$ cat src/rtl/cp0_unit_pkg.sv
// Shared CP0 definitions: register indices, field positions, exception codes
// and the exception handler entry address.
package cp0_defs;

  localparam logic [4:0] REG_SR    = 5'd12;
  localparam logic [4:0] REG_CAUSE = 5'd13;
  localparam logic [4:0] REG_EPC   = 5'd14;
  localparam logic [4:0] REG_PRID  = 5'd15;

  localparam int unsigned SR_IE        = 0;
  localparam int unsigned SR_EXL       = 1;
  localparam int unsigned SR_IM_LO     = 10;
  localparam int unsigned CAUSE_EXC_LO = 2;
  localparam int unsigned CAUSE_IP_LO  = 10;
  localparam int unsigned CAUSE_BD     = 31;

  typedef enum logic [4:0] {
    EXC_INT     = 5'd0,
    EXC_ADEL    = 5'd4,
    EXC_ADES    = 5'd5,
    EXC_SYSCALL = 5'd8,
    EXC_RI      = 5'd10,
    EXC_OV      = 5'd12
  } exc_code_e;

  localparam logic [31:0] HANDLER_ADDR = 32'h0000_4180;

endpackage

$ cat src/rtl/cp0_unit.sv
// Coprocessor 0 for the P7 pipeline: exception/interrupt arbitration at M,
// SR/Cause/EPC/PRId state and the mfc0/mtc0/eret service paths.
module cp0_unit
  import cp0_defs::*;
#(
  parameter logic [31:0] PRID     = 32'h2023_0007,
  parameter int unsigned HW_INT_W = 6
) (
  input  logic                clk,
  input  logic                reset,
  input  logic [31:0]         m_pc,
  input  logic [4:0]          m_exc_code,
  input  logic                m_delay_slot,
  input  logic                m_eret,
  input  logic                we,
  input  logic [4:0]          cp0_addr,
  input  logic [31:0]         cp0_wdata,
  input  logic [HW_INT_W-1:0] hw_int,
  output logic [31:0]         cp0_rdata,
  output logic [31:0]         epc_out,
  output logic                req
);

  logic [HW_INT_W-1:0] r_im;
  logic                r_exl;
  logic                r_ie;
  logic                r_bd;
  logic [HW_INT_W-1:0] r_ip;
  logic [4:0]          r_exc_code;
  logic [31:0]         r_epc;

  logic                w_int_req;
  logic                w_exc_req;
  logic                w_req;
  logic [31:0]         w_sr;
  logic [31:0]         w_cause;

  // Gating uses the live pins, not the one-cycle-late IP copy.
  assign w_int_req = (|(hw_int & r_im)) & r_ie & ~r_exl;
  assign w_exc_req = (m_exc_code != 5'd0) & ~r_exl;
  assign w_req     = w_int_req | w_exc_req;

  assign req     = w_req;
  assign epc_out = r_epc;

  always_ff @(posedge clk) begin
    if (reset) begin
      r_im       <= '0;
      r_exl      <= 1'b0;
      r_ie       <= 1'b0;
      r_bd       <= 1'b0;
      r_ip       <= '0;
      r_exc_code <= '0;
      r_epc      <= '0;
    end else begin
      r_ip <= hw_int;
      if (w_req) begin
        r_exl      <= 1'b1;
        r_bd       <= m_delay_slot;
        r_exc_code <= w_int_req ? 5'd0 : m_exc_code;
        r_epc      <= m_delay_slot ? (m_pc - 32'd4) : m_pc;
      end else begin
        if (we && (cp0_addr == REG_SR)) begin
          r_im  <= cp0_wdata[SR_IM_LO +: HW_INT_W];
          r_exl <= cp0_wdata[SR_EXL];
          r_ie  <= cp0_wdata[SR_IE];
        end
        if (we && (cp0_addr == REG_EPC)) begin
          r_epc <= cp0_wdata;
        end
        // Placed after the SR write so eret's EXL clear overrides wdata[1].
        if (m_eret) begin
          r_exl <= 1'b0;
        end
      end
    end
  end

  always_comb begin
    w_sr                             = '0;
    w_sr[SR_IM_LO +: HW_INT_W]       = r_im;
    w_sr[SR_EXL]                     = r_exl;
    w_sr[SR_IE]                      = r_ie;

    w_cause                          = '0;
    w_cause[CAUSE_BD]                = r_bd;
    w_cause[CAUSE_IP_LO +: HW_INT_W] = r_ip;
    w_cause[CAUSE_EXC_LO +: 5]       = r_exc_code;

    case (cp0_addr)
      REG_SR:    cp0_rdata = w_sr;
      REG_CAUSE: cp0_rdata = w_cause;
      REG_EPC:   cp0_rdata = r_epc;
      REG_PRID:  cp0_rdata = PRID;
      default:   cp0_rdata = '0;
    endcase
  end

endmodule

$ cat config.mk
export PLATFORM = sky130hd
export DESIGN_NAME = cp0_unit
export DESIGN_NICKNAME = d
export VERILOG_FILES = /design/src/rtl/cp0_unit_pkg.sv /design/src/rtl/cp0_unit.sv
export SDC_FILE = /design/constraint.sdc
export NUM_CORES = 1
export LEC_CHECK = 0
export CORE_MARGIN = 2
export CORE_UTILIZATION = 40
export DETAILED_ROUTE_END_ITERATION = 6
export GPL_ROUTABILITY_DRIVEN = 0
export PLACE_DENSITY_LB_ADDON = 0.3
export SYNTH_ARGS = -nofsm -noshare
export SYNTH_HDL_FRONTEND = slang
export SYNTH_SLANG_ARGS = --single-unit
$ cat constraint.sdc
create_clock -name clk -period 3.38 [get_ports clk]
set_input_delay 0.845 -clock clk [delete_from_list [all_inputs] [get_ports clk]]
set_output_delay 0.845 -clock clk [all_outputs]
set_load 0.1 [all_outputs]
==> summary.txt, run 1 <==
via count = 3,726
pin count of the biggest net entering global routing = 53
routed length on met3 = 808 µm
total power divided by cell area = 336 mW/mm²
CP Capture Type = output pin
grt ovf = 0
Hold Slack = 465 ps
Final ANT Viol Nets = 0
worst-skew pair later-pin latency = 310 ps
synth warn = 0
HP Start = r_exc_code[4]
drt drc = 0
Avg WL per Cell = 17.0 µm
footprint of the multi-input gates = 0.00214 mm²
XOR/XNOR Fraction of Synth Area = 7.12%
PortBufs = 149
Critical R2R Launch = r_im[1]
Synth Flop Type = dfxtp_1
syn_nets = 504
EDFF count, synth = 0
Ports = 150
Clock Tree Buf Depth = 2
Synth Area in Simple Gates = 33.2%
final setup violation count = 0
global-route wire length before repair = 17,700 µm
leading area contributor after synthesis = dfxtp_1
slew margin rel. = 35.0%
Post-synth top cells = 58 x nor2_1, 52 x dfxtp_1, 31 x nand2_1
setup TNS = 0 ps
clock tree root driver cell = clkbuf_8
HPWL after DPL = 8830 µm
Area Growth Syn to Fin = 59.1%
Finished Layout Cells = 662
Worst R2R Setup Slack = 1380 ps
worst endpoint required time = 2530 ps
top cell type's share of synthesized area = 31.3%
M1 wire length = 4840 µm
RSZ-0062 raised after global routing = false
Static Leak = 2.04 nW
top routing layer in use = met4
Fin. Hold Viols = 0
fin nets = 642
DR WL met2 = 5510 µm
WHS Endpoint = r_exc_code[4]
Final Util = 65.0%
post-synthesis sequential area ratio = 31.3%
Site Rows = 33
core area = 0.00813 mm²
fmax = 308 MHz
DR pass1 iterations = 4
Die Wd = 95.2 µm
main area contributors after synthesis = dfxtp_1 31%, nor2_1 6.6%, a211oi_1 5.9%, and3_1 5.3%, mux2i_1 4.5%
layout cells sized above 1 = 21.2%
Post-synth ARST share = 0%
Hold Crit Depth = 2
CTS tree = built
mux cell area share after synthesis = 4.86%
Initial Utilization = 40.9%
status = complete, no violations
Resize count post-CTS = 0
1st-iter DRT viols = 202
Die Footprint = 0.00905 mm²
worst hold path class = flop to flop
H-tree levels = 2
Distinct cells, synth = 48
Die H = 95.2 µm
Global Route Usage Sum = 24.7%
WS Path Type = input port to output pin
Worst-path clk slew = 100 ps
Sink Count = 52
synthesized cell area = 0.00332 mm²
Reg2Reg Depth = 6
cts hold-fix bufs = 0
Max Cap Violations = 0
Critical Path Source Type = input port
final instance area = 0.00529 mm²
most frequent cell after synthesis = nor2_1
fin crit share = 96.1%
CTS buffer count = 5
RR Endpoint = epc_out[3]
register area = 0.00104 mm²
crit-path max FO = 2
DP Area = 0.00519 mm²
via/cell ratio = 5.63
syn_area_per_cell = 7.95 µm²
setup bufs post-CTS = 0
Mapped Cells = 418
routed wire length = 11,300 µm
Worst Path Arrival = 2400 ps
dpl ws = 87.7 ps
# diodes = 0
post-layout worst setup margin = 133 ps
fin crit period = 3250 ps
# fillers = 677
Slew Limit Fails = 0
vias in the first global route = 3,564
Worst-Margin Slew = 974 ps
placed cells = 654
largest family of logic cells by synthesized area = simple AND/OR/NAND/NOR gates
#FFs+latches synth = 52
Post-Synth Adder-Cell Area = 0.377%
skew final = 14.0 ps
antenna violations before repair = 0
Tot Pwr = 1.78 mW
Max IR drop VDD = 0.000210 V
complex-gate fraction of the synthesized area = 17.8%
==> flip-flops by register name (all words and copies together), names as in the netlist <==
register    cells
r_bd            1
epc_out        32
r_im            6
r_exc_code      5
r_exl           1
r_ie            1
r_ip            6
==> cell type report <==
type | count | area share (%)
well taps | 105 | 2.48
repair buffers | 166 | 35.3
inverters | 5 | 0.355
multi-input cells | 326 | 40.5
clock buffers | 5 | 1.30
flip-flops and latches | 52 | 19.7
clock inverters | 3 | 0.402
==> report_power, final <==
group	internal [mW]	leakage [nW]	switching, mW
Sequential	0.659	0.431	0.0366
Combinational	0.232	1.56	0.488
Clock	0.147	0.0445	0.215
==> cells in the final DEF (no fill, tap or decap), types with 4 or more instances in the layout <==
master,instances
nor2b_1,8
a21oi_1,13
xor2_1,11
inv_1,4
dfxtp_1,52
nand2_1,31
buf_4,49
xnor2_1,16
mux2i_1,15
o21ai_0,4
nor4_1,8
a22oi_1,5
buf_12,33
and3_1,28
nand4_1,5
a311oi_1,16
a211oi_1,26
nor3_1,8
clkdlybuf4s50_1,83
nor2_2,8
nor2_1,50
nand3_1,28
or4_1,6
clkbuf_8,5
==> routing by layer <==
metal / up-vias / GRT usage, %
met3: 11 / 3.87
met1: 1751 / 33.4
met2: 157 / 41.7
met5: - / 0
met4: 0 / 5.07
li1: 1807 / -
==> worst max path at each step <==
stage	startpoint	end	slack, ps	depth (start not counted)
final	m_exc_code[1]	req	130	6
after global routing	cp0_addr[0]	cp0_rdata[13]	7	7
after CTS	m_exc_code[1]	req	80	6
after detailed placement	m_exc_code[1]	req	90	6
after global placement	m_exc_code[1]	req	90	6
after floorplan	cp0_addr[0]	cp0_rdata[31]	-150	4
==> worst max-delay path: stages <==
cell             delay, ps
clkdlybuf4s50_1        420
or4_1                  530
o21ai_2                180
and2_1                 180
inv_2                   70
buf_12                 160
==> cells by family (layout without fill, tap and decap cells) <==
logic type / count (synthesis) / count (layout)
fa+ha+maj: 1 / 1
buf+inv: 40 / 179
xor+xnor: 27 / 27
compound gates: 80 / 80
flops: 52 / 52
mux: 16 / 16
simple gates: 202 / 202
Note: power is estimated with default switching activity, not from simulation.
==> inputs of run 2 (changes only) <==
--- a/config.mk
+++ b/config.mk
@@ -13,3 +13,4 @@
 export SYNTH_ARGS = -nofsm -noshare
 export SYNTH_HDL_FRONTEND = slang
 export SYNTH_SLANG_ARGS = --single-unit
+export TNS_END_PERCENT = 5
==> summary.txt, run 2 (synthesized netlist as in run 1, its figures left out) <==
status = complete, no violations
RSZ-0062 raised after global routing = false
Static Leak = 2.04 nW (+0.10%)
Slew Limit Fails = 0 (unchanged)
Initial Utilization = 40.9% (unchanged)
drt drc = 0 (unchanged)
Final ANT Viol Nets = 0 (unchanged)
grt ovf = 0 (unchanged)
# fillers = 692 (+2.2%)
Global Route Usage Sum = 24.7% (about the same)
Clock Tree Buf Depth = 2 (unchanged)
Max IR drop VDD = 0.000209 V (-0.25%)
CP Launch Point = m_exc_code[1]
Max Cap Violations = 0 (unchanged)
Final Util = 64.7% (-0.31 points)
fmax = 307 MHz (-0.42%)
global-route wire length before repair = 17,600 µm (-0.31%)
Die Wd = 95.2 µm (unchanged)
DR pass1 iterations = 4 (unchanged)
crit path capture = req
slew margin rel. = 31.9% (-3.1 points)
most common cell after layout, fill and taps aside = clkdlybuf4s50_1
WS Path Type = input port to output pin
CTS buffer count = 5 (unchanged)
Reg2Reg Depth = 6 (unchanged)
final instance area = 0.00526 mm² (-0.47%)
Area Growth Syn to Fin = 58.4%
Ports = 150 (unchanged)
setup bufs post-CTS = 0 (unchanged)
via/cell ratio = 5.64 (+0.14%)
worst-skew pair later-pin latency = 310 ps (about the same)
worst hold path class = flop to flop
pin count of the biggest net entering global routing = 53 (unchanged)
crit-path max FO = 2 (unchanged)
Hold Slack = 461 ps (-4.24 ps)
core area = 0.00813 mm² (unchanged)
antenna violations before repair = 0 (unchanged)
dpl ws = 115 ps (+27.8 ps)
layout cells sized above 1 = 18.7% (-2.4 points)
Sink Count = 52 (unchanged)
clock tree root driver cell = clkbuf_8
post-layout worst setup margin = 119 ps (-13.8 ps)
Avg WL per Cell = 17.4 µm (+2.4%)
Worst-path clk slew = 90 ps (about the same)
RR Endpoint = epc_out[16]
Critical R2R Launch = r_im[4]
1st-iter DRT viols = 199 (-1.5%)
CTS tree = built
cts hold-fix bufs = 0 (unchanged)
max FFs per register = 32 (unchanged)
# diodes = 0 (unchanged)
Site Rows = 33 (unchanged)
Worst-Margin Slew = 1020 ps (+47.1 ps)
routed wire length = 11,500 µm (+2.1%)
H-tree levels = 2 (unchanged)
Worst Path Arrival = 2420 ps (+20 ps)
Die H = 95.2 µm (unchanged)
CP Capture Type = output pin
fin crit share = 96.5% (+0.41 points)
DP Area = 0.00515 mm² (-0.82%)
fin crit period = 3260 ps (+13.8 ps)
skew final = 10.4 ps (-3.59 ps)
most frequent cells in the layout = 83 x clkdlybuf4s50_1, 58 x nor2_1, 52 x dfxtp_1
final setup violation count = 0 (unchanged)
Worst R2R Setup Slack = 1390 ps (about the same)
Fin. Hold Viols = 0 (unchanged)
Resize count post-CTS = 0 (unchanged)
worst endpoint required time = 2530 ps (about the same)
HPWL after DPL = 8930 µm (+1.0%)
vias in the first global route = 3,462 (-2.9%)
PortBufs = 149 (unchanged)
total power divided by cell area = 351 mW/mm² (+4.4%)
Die Footprint = 0.00905 mm² (unchanged)
via count = 3,720 (-0.16%)
fin nets = 640 (-0.31%)
Critical Path Source Type = input port
## run 2: worst min path at each step
stage | depth (start not counted) | to | startpoint
finish | 2 | r_exc_code[1] | r_exc_code[1]
global route | 2 | r_exc_code[4] | r_exc_code[4]
CTS | 2 | r_exc_code[1] | r_exc_code[1]
detailed placement | 2 | r_exc_code[1] | r_exc_code[1]
global placement | 2 | r_exc_code[1] | r_exc_code[1]
floorplan | 2 | r_exc_code[1] | r_exc_code[1]
## run 2: report_power, final
group,leakage (nW),internal (mW),switching (mW)
Sequential,0.431,0.659,0.0365
Clock,0.0558,0.224,0.211
Combinational,1.55,0.229,0.487
## run 2: critical path: stages
cell and delay [ps]:
clkdlybuf4s50_1 420, or4_1 540, o21ai_1 190, and2_1 190, inv_2 70, buf_12 160
## run 2: stage by stage
step	TNS (ps)	instances	total power, mW
4_1_cts	0	660	1.85
3_5_place_dp	0	652	1.42
2_1_floorplan	-4320	418	1.17
3_3_place_gp	0	652	1.41
5_1_grt	0	660	1.91
6_report	0	660	1.85
## run 2: area by class of cell
class / instances / area [µm²] / share of cell area [%]
clock buffers: 6 / 72.6 / 1.38
clock inverters: 2 / 38.8 / 0.737
inverters: 5 / 18.8 / 0.357
multi-input cells: 326 / 2110 / 40.1
flip-flops and latches: 52 / 1040 / 19.8
well taps: 105 / 131 / 2.50
repair buffers: 164 / 1850 / 35.1
## run 2: routing by layer
layer	wire (µm)	part of all wire [%]	global-route usage [%]
met1	5110	44	34.0
met4	102	0.89	4.35
met5	0	0	0
met2	5560	48	42.1
met3	735	6.4	3.08
